===== config.mk =====
export PLATFORM = sky130hd
export DESIGN_NAME = fetch_unit
export DESIGN_NICKNAME = d
export VERILOG_FILES = /design/src/rtl/fetch_unit.sv
export SDC_FILE = /design/constraint.sdc
export NUM_CORES = 1
export LEC_CHECK = 0
export ABC_AREA = 1
export CORE_ASPECT_RATIO = 0.5
export CORE_MARGIN = 3
export CORE_UTILIZATION = 55
export CTS_CLUSTER_SIZE = 24
export DETAILED_ROUTE_END_ITERATION = 10
export GPL_TIMING_DRIVEN = 1
export PLACE_DENSITY = 0.86
export SLEW_MARGIN = 20
export SYNTH_ARGS = -nofsm -noshare
export SYNTH_HDL_FRONTEND = slang
export SYNTH_SLANG_ARGS = --single-unit
export TNS_END_PERCENT = 50

===== constraint.sdc =====
create_clock -name clk -period 6.3 [get_ports clk]
set_input_delay 1.26 -clock clk [delete_from_list [all_inputs] [get_ports clk]]
set_output_delay 1.26 -clock clk [all_outputs]
set_load 0.01 [all_outputs]

===== src/rtl/fetch_unit.sv =====
// Instruction fetch stage: PC, single-outstanding imem request/grant/response,
// and a small in-order FIFO presenting words to decode with valid/ready.
module fetch_unit #(
  parameter logic [31:0] RESET_PC = 32'h0000_0000,
  parameter int unsigned DEPTH    = 2
) (
  input  logic        clk,
  input  logic        reset,
  input  logic        redirect,
  input  logic [31:0] redirect_pc,
  output logic        imem_req,
  output logic [31:0] imem_addr,
  input  logic        imem_gnt,
  input  logic        imem_rvalid,
  input  logic [31:0] imem_rdata,
  output logic        instr_valid,
  input  logic        instr_ready,
  output logic [31:0] instr,
  output logic [31:0] instr_pc,
  output logic [31:0] instr_pc_plus4
);

  localparam int unsigned AW = $clog2(DEPTH);
  localparam logic [AW+1:0] DEPTH_W = (AW+2)'(DEPTH);

  typedef enum logic [1:0] {S_IDLE, S_WAIT, S_DROP} state_t;

  state_t        state, state_n;
  logic [31:0]   fetch_pc, req_pc;
  logic [31:0]   fifo_data [DEPTH];
  logic [31:0]   fifo_pc   [DEPTH];
  logic [AW-1:0] rptr, wptr;
  logic [AW:0]   count;
  logic          push, pop, grant;
  logic [AW+1:0] occ_next;
  logic [31:0]   redirect_target;

  assign redirect_target = redirect_pc & 32'hFFFF_FFFC;

  assign push        = (state == S_WAIT) & imem_rvalid & ~redirect;
  // Outputs that must read idle during reset are gated by reset directly.
  assign instr_valid = reset & (count != '0) & ~redirect;
  assign pop         = instr_valid & instr_ready;
  assign occ_next    = {1'b0, count} + (AW+2)'(push) - (AW+2)'(pop);

  assign imem_req  = reset & ~redirect
                   & ((state == S_IDLE) | ((state == S_WAIT) & imem_rvalid))
                   & (occ_next < DEPTH_W);
  assign imem_addr = fetch_pc;
  assign grant     = imem_req & imem_gnt;

  always_comb begin
    state_n = state;
    if (redirect) begin
      case (state)
        S_WAIT:  state_n = imem_rvalid ? S_IDLE : S_DROP;
        S_DROP:  state_n = imem_rvalid ? S_IDLE : S_DROP;
        default: state_n = S_IDLE;
      endcase
    end else begin
      case (state)
        S_IDLE:  if (grant) state_n = S_WAIT;
        S_WAIT:  if (imem_rvalid) state_n = grant ? S_WAIT : S_IDLE;
        S_DROP:  if (imem_rvalid) state_n = S_IDLE;
        default: state_n = S_IDLE;
      endcase
    end
  end

  always_ff @(posedge clk) begin
    if (!reset) begin
      state    <= S_IDLE;
      fetch_pc <= RESET_PC;
      req_pc   <= '0;
      count    <= '0;
      rptr     <= '0;
      wptr     <= '0;
    end else begin
      state <= state_n;
      if (redirect) begin
        fetch_pc <= redirect_target;
        count    <= '0;
        rptr     <= '0;
        wptr     <= '0;
      end else begin
        if (grant) begin
          req_pc   <= fetch_pc;
          fetch_pc <= fetch_pc + 32'd4;
        end
        if (push) wptr <= wptr + AW'(1);
        if (pop)  rptr <= rptr + AW'(1);
        count <= count + (AW+1)'(push) - (AW+1)'(pop);
      end
    end
  end

  always_ff @(posedge clk) begin
    if (push) begin
      fifo_data[wptr] <= imem_rdata;
      fifo_pc[wptr]   <= req_pc;
    end
  end

  assign instr          = instr_valid ? fifo_data[rptr] : 32'h0000_0013;
  assign instr_pc       = instr_valid ? fifo_pc[rptr] : 32'h0000_0000;
  assign instr_pc_plus4 = instr_pc + 32'd4;

endmodule


==> metrics.yaml <==
outcome: "finished clean"
avgSynthCellArea_sq_um: 8.19
final_area_sq_um: 12000
synth-seq-cells: 191
rows: 32
grt_max_degree: 51
postPlaceCellArea_sq_um: 11300
dp_hpwl_um: 17500
arrival_ps: 4470
cp-start-kind: "input port"
postCtsSetupBuffers: 0
criticalPathCategory: "input port to output pin"
finClkSkew_ps: 17.3
busiest_layer: "met2"
yosysMostFrequentCell: "nand2_1"
vias: 8272
synth_largest_type_area_fraction: 0.401
synth_top_area_cell: "edfxtp_1"
postCtsResizedCells: 0
clock-sinks: 191
io-pin-count: 200
rsz0062_at_grt: "false"
syn_inst: 1135
antenna_left: 0
finalHoldViolations: 0
slew_headroom: 0.296
async_flop_share: 0
nNetsFinal: 1391
worst_pin_slew_ps: 1060
num_antenna_cells: 0
regToRegSetupSlack_ps: 2780
cp-end-kind: "output pin"
viasPerCell: 5.35
setup_viol: 0
drive_gt1_frac: 0.0490
cts-root-buf: "clkbuf_16"
gp_congestion: 0.908
die_area_sq_um: 18600
grt_pass1_vias: 8014
use_met2: 0.434
die-width_um: 190
initial_utilization: 0.582
yosysWarnings: 0
synth_flop_cell: "edfxtp_1"
netlist_top_cells_count: "nand2_1 (375), nor2_1 (131), edfxtp_1 (124)"
die_h_um: 97.9
multiInputGateArea_sq_um: 3560
path_clk_slew_ps: 70
cts_buffer_depth: 2
core_sq_um: 16000
fill_cells: 1142
drt_iter0_drc: 668
cp.required_ps: 5040
synth_area_sq_um: 9290
cts_tree: "done"
ys_types: 38
critPathMaxFanout: 31
tns_ps: 0
p_per_area_nw_per_um2: 221
drt-pass1-iter-count: 6
seq_area_frac_synth: 0.545
maxCapViolations: 0
overflow: 0
period_needed_ps: 5730
synth-edff-count: 124
grtUsageMet1: 0.364
timing.fmax_mhz: 174
drc: 0
grt_use_total: 0.267
irDropWorstVdd_mv: 0.219
post-route-period-util: 0.910
clk_latency_ps: 430
antenna_found_initial: 0
grt_first_pass_wirelength_um: 39700
wl_per_cell_um: 16.0
synthTopCellsByArea: "edfxtp_1 (40%), nand2_1 (15%), dfxtp_1 (14%)"
slew_violations: 0
hp-class: "flop to flop"
cts_inserted_buffers: 17
portBuffers: 191
postCtsHoldBufs: 0
grt.met3_usage: 0.0466
drt-total-wl_um: 24700
area_growth_pct: 28.8
h-tree-depth: 4
register_area_sq_um: 5070
p_leak_nw: 4.90
## report_power, final
group          leakage, nW  total (mW)  switching, mW  internal (mW)
Sequential            1.72        1.38         0.0301           1.35
Combinational         2.89       0.168         0.0843         0.0842
Clock                0.290        1.09          0.553          0.542
## kinds of logic after synthesis
group,count (synthesis),share of synthesized area
buffers and inverters,167,0.0757
xor gates and xnor gates,22,0.0207
and+or+nand+nor,642,0.285
other,1,0.000404
AOI/OAI and AO/OA,104,0.0610
DFF,191,0.545
adders and majority gates,8,0.0116
## worst paths after layout
kind / to / startpoint / cells past startpoint
min reg2reg: fifo_pc[1][11]$_DFFE_PP_ / req_pc[11]$_SDFFE_PN0P_ / 0
max: instr_pc_plus4[16] / reset / 14
min: fifo_pc[1][11]$_DFFE_PP_ / req_pc[11]$_SDFFE_PN0P_ / 0
max reg2reg: req_pc[15]$_SDFFE_PN0P_ / state[1]$_SDFFE_PN0P_ / 16
## sequential cells by signal, indices dropped and copies added, names as in the netlist, named ones only
register	flops
fifo_pc	60
imem_addr	30
wptr	1
req_pc	30
fifo_data	64
count	2
state	2
rptr	1
## worst max-delay path, cell delays in order
cell	delay (ps)
clkdlybuf4s50_1	590
nand2_4	130
nor2_8	200
inv_1	80
buf_4	260
a21oi_1	240
ha_1	260
nand2_1	110
nor2_4	200
nand2_1	170
nor2_4	180
nand2_1	80
xor2_1	140
clkdlybuf4s50_1	570
## per-stage QoR
step,hold slack (ps),std cells,utilization,setup WS (ps),total power [mW]
2_1_floorplan,420,1140,-,1550,1.48
3_3_place_gp,431,1514,0.710,700,1.57
3_5_place_dp,436,1514,0.710,575,1.58
4_1_cts,458,1546,0.748,554,2.65
5_1_grt,476,1547,0.749,382,2.72
6_report,458,1547,0.749,566,2.65
## per-layer routing
layer | share of wire | vias to the layer above
li1 | - | 4021
met1 | 0.43 | 3843
met2 | 0.46 | 364
met3 | 0.087 | 44
met4 | 0.023 | 0
met5 | 0 | -
## cell usage in the layout, fill, tap and decap left out, types with 2 or more instances in the layout
cell type / n
clkinv_8: 5
a21oi_1: 61
o211ai_1: 3
nor2_4: 4
ha_1: 7
nor2_1: 129
inv_8: 5
o211a_1: 2
o21ai_0: 27
xor2_1: 21
dfxtp_1: 66
inv_1: 112
and2_1: 2
edfxtp_1: 124
nor3_1: 13
nand2_4: 2
buf_4: 12
clkbuf_16: 17
conb_1: 6
nor2_2: 6
clkinvlp_4: 2
nand2_1: 375
nand4_1: 11
clkdlybuf4s50_1: 191
nand3_1: 97
clkinv_1: 2
inv_2: 3
a31oi_1: 4
## cell type report
type,instances,area share
clock buffers,17,0.0355
clock inverters,15,0.0154
inverters,117,0.0367
multi-input cells,782,0.297
flip-flops and latches,191,0.423
well taps,221,0.0231
repair buffers,204,0.169
Power figures use the tool's default switching activity.
